==> src/rtl/psum_axis_packer.sv <==
// psum_axis_packer: serializes a LANES x PSUM_WIDTH partial-sum vector onto a
// 32-bit AXI4-Stream master, one lane per beat, with optional ReLU, sign
// extension and TLAST framing over a programmable number of vectors.
module psum_axis_packer #(
  parameter int LANES                = 64,
  parameter int PSUM_WIDTH           = 20,
  parameter int C_M_AXIS_TDATA_WIDTH = 32,
  parameter int FRAME_CNT_WIDTH      = 16
) (
  input  logic                                clk,
  input  logic                                rst,
  input  logic [LANES*PSUM_WIDTH-1:0]         psum_in,
  input  logic                                psum_valid,
  output logic                                psum_ready,
  input  logic [6:0]                          lane_count,
  input  logic                                relu_en,
  input  logic [FRAME_CNT_WIDTH-1:0]          frame_len,
  output logic [C_M_AXIS_TDATA_WIDTH-1:0]     M_AXIS_TDATA,
  output logic [C_M_AXIS_TDATA_WIDTH/8-1:0]   M_AXIS_TSTRB,
  output logic                                M_AXIS_TLAST,
  output logic                                M_AXIS_TVALID,
  input  logic                                M_AXIS_TREADY,
  output logic                                busy,
  output logic                                frame_done
);

  localparam int TW = C_M_AXIS_TDATA_WIDTH;
  localparam int VW = LANES * PSUM_WIDTH;
  localparam int FW = FRAME_CNT_WIDTH;

  typedef enum logic {IDLE, SEND} state_t;

  state_t          state_q;
  logic [VW-1:0]   psum_q;
  logic [6:0]      lcnt_q;     // effective lane count of the captured vector
  logic            relu_q;
  logic [FW-1:0]   flen_q;     // effective frame length of the captured vector
  logic [6:0]      lane_q;     // lane currently presented on the stream
  logic [FW-1:0]   vcnt_q;     // vectors completed within the current frame
  logic [TW-1:0]   tdata_q;
  logic            tlast_q;
  logic            tvalid_q;
  logic            ready_q;
  logic            busy_q;
  logic            done_q;

  logic [6:0]      eff_lc_in;
  logic [FW-1:0]   eff_fl_in;
  logic            xfer;
  logic            last_lane;
  logic            last_vec;
  logic            last_vec_in;
  logic [6:0]      nxt_lane;

  // Extract one lane, sign-extend to the stream width, optionally clamp to 0.
  function automatic logic [TW-1:0] lane_val(input logic [VW-1:0] v,
                                             input logic [6:0]    idx,
                                             input logic          relu);
    logic [PSUM_WIDTH-1:0] p;
    logic [TW-1:0]         r;
    p = v[int'(idx)*PSUM_WIDTH +: PSUM_WIDTH];
    r = {TW{p[PSUM_WIDTH-1]}};
    r[PSUM_WIDTH-1:0] = p;
    if (relu && p[PSUM_WIDTH-1]) r = '0;
    return r;
  endfunction

  // Effective configuration and beat/vector boundary decode.
  always_comb begin
    eff_lc_in   = (lane_count == 7'd0 || lane_count > 7'(LANES)) ? 7'(LANES) : lane_count;
    eff_fl_in   = (frame_len == '0) ? FW'(1) : frame_len;
    xfer        = tvalid_q & M_AXIS_TREADY;
    nxt_lane    = lane_q + 7'd1;
    last_lane   = (lane_q == lcnt_q - 7'd1);
    // >= keeps the frame bounded if frame_len shrank between vectors
    last_vec    = (vcnt_q >= flen_q - FW'(1));
    last_vec_in = (vcnt_q >= eff_fl_in - FW'(1));
  end

  // Capture/serialize FSM; all stream outputs are registered.
  always_ff @(posedge clk or posedge rst) begin
    if (rst) begin
      state_q  <= IDLE;
      psum_q   <= '0;
      lcnt_q   <= '0;
      relu_q   <= 1'b0;
      flen_q   <= '0;
      lane_q   <= '0;
      vcnt_q   <= '0;
      tdata_q  <= '0;
      tlast_q  <= 1'b0;
      tvalid_q <= 1'b0;
      ready_q  <= 1'b1;
      busy_q   <= 1'b0;
      done_q   <= 1'b0;
    end else begin
      done_q <= 1'b0;
      case (state_q)
        IDLE: begin
          if (psum_valid) begin
            state_q  <= SEND;
            psum_q   <= psum_in;
            lcnt_q   <= eff_lc_in;
            relu_q   <= relu_en;
            flen_q   <= eff_fl_in;
            lane_q   <= '0;
            tdata_q  <= lane_val(psum_in, 7'd0, relu_en);
            tlast_q  <= (eff_lc_in == 7'd1) && last_vec_in;
            tvalid_q <= 1'b1;
            ready_q  <= 1'b0;
            busy_q   <= 1'b1;
          end
        end
        SEND: begin
          if (xfer) begin
            if (last_lane) begin
              state_q  <= IDLE;
              tvalid_q <= 1'b0;
              tlast_q  <= 1'b0;
              ready_q  <= 1'b1;
              busy_q   <= 1'b0;
              lane_q   <= '0;
              if (last_vec) begin
                vcnt_q <= '0;
                done_q <= 1'b1;
              end else begin
                vcnt_q <= vcnt_q + FW'(1);
              end
            end else begin
              lane_q  <= nxt_lane;
              tdata_q <= lane_val(psum_q, nxt_lane, relu_q);
              tlast_q <= (nxt_lane == lcnt_q - 7'd1) && last_vec;
            end
          end
        end
        default: state_q <= IDLE;
      endcase
    end
  end

  assign M_AXIS_TDATA  = tdata_q;
  assign M_AXIS_TSTRB  = '1;
  assign M_AXIS_TLAST  = tlast_q;
  assign M_AXIS_TVALID = tvalid_q;
  assign psum_ready    = ready_q;
  assign busy          = busy_q;
  assign frame_done    = done_q;

endmodule

==> config.mk <==
export PLATFORM = sky130hd
export DESIGN_NAME = psum_axis_packer
export DESIGN_NICKNAME = d
export VERILOG_FILES = /design/src/rtl/psum_axis_packer.sv
export SDC_FILE = /design/constraint.sdc
export NUM_CORES = 2
export LEC_CHECK = 0
export BUFFER_PORTS_ARGS = -buffer_cell sky130_fd_sc_hd__buf_2
export CAP_MARGIN = 20
export CELL_PAD_IN_SITES_DETAIL_PLACEMENT = 0
export CELL_PAD_IN_SITES_GLOBAL_PLACEMENT = 1
export CORE_AREA = 2 2 523 525
export DETAILED_ROUTE_END_ITERATION = 8
export DIE_AREA = 0 0 525 527
export GPL_TIMING_DRIVEN = 0
export PLACE_DENSITY = 0.6
export SYNTH_ARGS = -nofsm -noshare
export SYNTH_HDL_FRONTEND = slang
export SYNTH_SLANG_ARGS = --single-unit
==> constraint.sdc <==
create_clock -name clk -period 76.9 [get_ports clk]
set_input_delay 23.07 -clock clk [delete_from_list [all_inputs] [get_ports clk]]
set_output_delay 23.07 -clock clk [all_outputs]
set_load 0.05 [all_outputs]
==> key figures <==
Layout
  • Most common cell after layout, fill and taps aside: nand2_1
  • Fin nets: between 9000 and 10000
  • Multi-input gate area: roughly 27000 um2
  • Post-Layout Cell Count: 11900
  • Highest-count cells in the layout ignoring fill and taps: nand2_1, buf_2, dfrtp_1, mux4_2, clkbuf_1
  • Layout cells sized above 1: 0.258
  • Seq. cell area: 33800 um2
  • Syn-to-layout area delta: 28.5%
  • Fillers: 29000
  • Post-layout instance area: 80500 um2

Synthesis
  • Asr flop ratio synth: 1.00
  • Synth top area share: 0.540
  • Simple-Gate Fraction of Synth Area: 0.249
  • Main combinational cell family by area after synthesis: simple AND/OR/NAND/NOR gates
  • Synth Area in Adders: 0.00739
  • Post-synthesis mux area share: 0.151
  • Sequential area share after synthesis: 0.540
  • YS warnings: 0
  • Yosys reg bits: 1352
  • Top post-synthesis cells by area: dfrtp_1, nand2_1, mux4_2
  • Compound-Gate Fraction of Synth Area: 0.0160
  • Top cell type by total area after synthesis: dfrtp_1
  • Ys flop type: dfrtp_1
  • Post-synth EDFFs: 0
  • Post-Syn Instances: roughly 6500
  • Syn avg cell area: 9.57 um2
  • Yosys cell types: 69
  • Netlist Area Pre-Place: 62700 um2
  • Post-Synth XOR/XNOR Area: 0.00695

Drt
  • DRT iter0 DRCs: between 4000 and 5000
  • Final antenna-violating net count: 0
  • WL final: 361 mm
  • DRC: 0
  • TritonRoute pass-1 iters: 5
  • Vias: 55700
  • Routed vias/inst: 4.68
  • WL per Instance: 30.3 um

STA
  • Setup TNS: 0 ps
  • Worst Setup Slack, final: 50970 ps
  • Final setup vio count: 0
  • Clk_skew: 41.1 ps
  • Fmax: 38.6 MHz
  • Slew headroom: 0.191
  • RSZ-0062 raised after global routing: no
  • Actual slew at the worst max-slew pin: 1210 ps
  • Slew Viols, Final: 0
  • Final hold vios: 0
  • Fin crit share: 0.337
  • Fin crit period: 25930 ps

Clock tree
  • # Post-CTS Setup Buffers: 0
  • # H-tree levels: 4
  • Post-CTS Hold Buffers: 0
  • Reg clk slew, reported paths: roughly 60 ps
  • Post-CTS sizing: 0
  • CTS Sinks: 1352
  • CTS tree: built
  • Root buffer cell: clkbuf_16
  • Clock latency on the worst-skew pair: just over 800 ps
  • TritonCTS Buffers: 164
  • Clock Path Buffers: 3

Place
  • Placer Congestion: 0.988
  • Placement Cell Area: 74600 um2
  • DP Worst Slack: ~50000 ps
  • IO buf count: 1343
  • Dpl cells: about 12000
  • DP HPWL: 302 mm

Run
  • Max-cap viol count: 0

Power and ir drop
  • P_leak: just over 40 nW
  • Pwr/cell area: ~50 nW/um2
  • Tot Pwr: around 0.004 W
  • Worst VDD drop: roughly 0.023 mV

Critical path
  • Buf/Inv on CP: 1
  • Req. time, crit path: 77550 ps
  • Startpoint types: input pin
  • Class of the most critical setup path: in -> reg
  • CP arrival: 26580 ps
  • Crit path largest cell delay: 510 ps
  • Worst setup EP type: flop
  • Slowest CP cell: or4_1
  • CP cell instances: clkbuf_1 -> or4_1 -> or4_1 -> nor3_1 -> a21oi_1 -> ha_1 -> nand2_1 -> nor4_1 -> nor2b_1 -> xnor2_1 -> ha_1 -> a21o_1 -> a21oi_1 -> o21ai_0 -> o211ai_1 -> o211ai_1
  • CP Max Fanout: 7
  • Crit-path leading delay family: simple AND/OR/NAND/NOR gates

GRT
  • Initial antenna violation count: 210
  • First-pass GRT wire length: 483 mm
  • Tot GR Track Use: 0.255
  • Vias in the first global route: 57100
  • Largest net degree at the start of global routing: around 130
  • Gr ovfl total: 0

Die
  • Ports: 1349
  • Core area: 272000 um2
  • Die H: between 500 and 600 um
  • Rows: 192
  • Starting Density: 0.231
  • Die width: 525 um
  • Die Area: about 280000 um2

Status
  • Status: complete, no violations

Worst hold path
  • Tightest Hold Check Type: reg -> reg
==> routing by layer <==
layer  global-route usage  share of wire
met3               0.0639          0.074
met4                0.111          0.048
met2                0.423           0.48
met1                0.314           0.40
met5                    0         0.0019
==> report_power, final <==
part           internal (W)  switching, W  leakage [nW]
registers           0.00107      0.000228          17.0
logic              0.000733       0.00115          21.4
clock network      0.000473      0.000341          2.70
total               0.00228       0.00172          41.0
==> area by class of cell <==
cell class	instances	share of cell area
well taps	3589	0.0558
repair buffers	1383	0.0933
plain buffers	420	0.0224
flip-flops and latches	1352	0.420
diodes	93	0.00289
inverters	15	0.000792
multi-input cells	4762	0.335
clock inverters	46	0.0101
clock buffers	241	0.0593
==> through the flow <==
step / hold WS, ps / util
floorplan: 437 / -
detailed placement: 452 / 0.275
finish: 460 / 0.296
CTS: 462 / 0.295
global route: 484 / 0.296
global placement: 448 / 0.272
==> cells in the mapped netlist, types with 3 or more instances <==
library cell      n
nor2b_1          10
buf_1            31
buf_4            18
o22ai_1           9
mux4_1            7
clkbuf_1        347
mux2i_1          26
and3_1            3
buf_2             9
dfrtp_1        1351
dlygate4sd1_1     3
or3_1             6
ha_1             37
mux4_2          390
a21o_1           14
a22o_1           15
nor4_1           10
xnor2_1          30
inv_1            15
nor3_1           14
or4_1             6
o211ai_1          3
o21ai_1          10
o21ai_0          10
nand3b_1          6
o2bb2ai_1         3
nand2b_1          3
a31oi_1           3
nand4_1           9
nor3b_1           4
a21oi_1          53
nand3_1          13
mux2_2           22
xor2_1           14
nand2_1        3914
nor2_1           74
buf_6             7
o22ai_2          10
==> worst reg2reg max path: stages (launching register included) <==
cell	delay, ps
dfrtp_1	470
ha_1	480
buf_2	710
buf_2	790
clkbuf_1	540
clkbuf_1	830
mux4_2	430
mux4_2	510
mux2i_1	650
nor2_1	100
a21oi_1	480
o22ai_2	130
==> cell families after synthesis <==
group                      after synthesis
AOI/OAI and AO/OA                      147
xor gates and xnor gates                46
adders and majority gates               37
buffers and inverters                  435
DFF                                   1352
muxes                                  446
other                                    1
and+or+nand+nor                       4082
==> state kept, by name, indices dropped and copies added (netlist names) <==
signal        count
M_AXIS_TDATA     20
M_AXIS_TLAST      1
busy              1
flen_q           16
frame_done        1
lane_q            7
lcnt_q            7
psum_q         1280
psum_ready        1
relu_q            1
state_q           1
vcnt_q           16
==> path summary, 6_finish.rpt <==
check / start / end / slack [ps] / depth (start not counted)
worst max-delay path: frame_len[2] / M_AXIS_TLAST / 50970 / 16
worst min-delay path: psum_ready / psum_ready / 460 / 2
worst max register to register: lane_q[1] / M_AXIS_TDATA[5] / 70650 / 11
worst min register to register: psum_ready / psum_ready / 460 / 2
max in group asynchronous: rst / psum_q[333] / 51820 / 6
min in group asynchronous: rst / psum_q[242] / 22290 / 2
Note: power is estimated with default switching activity, not from simulation.
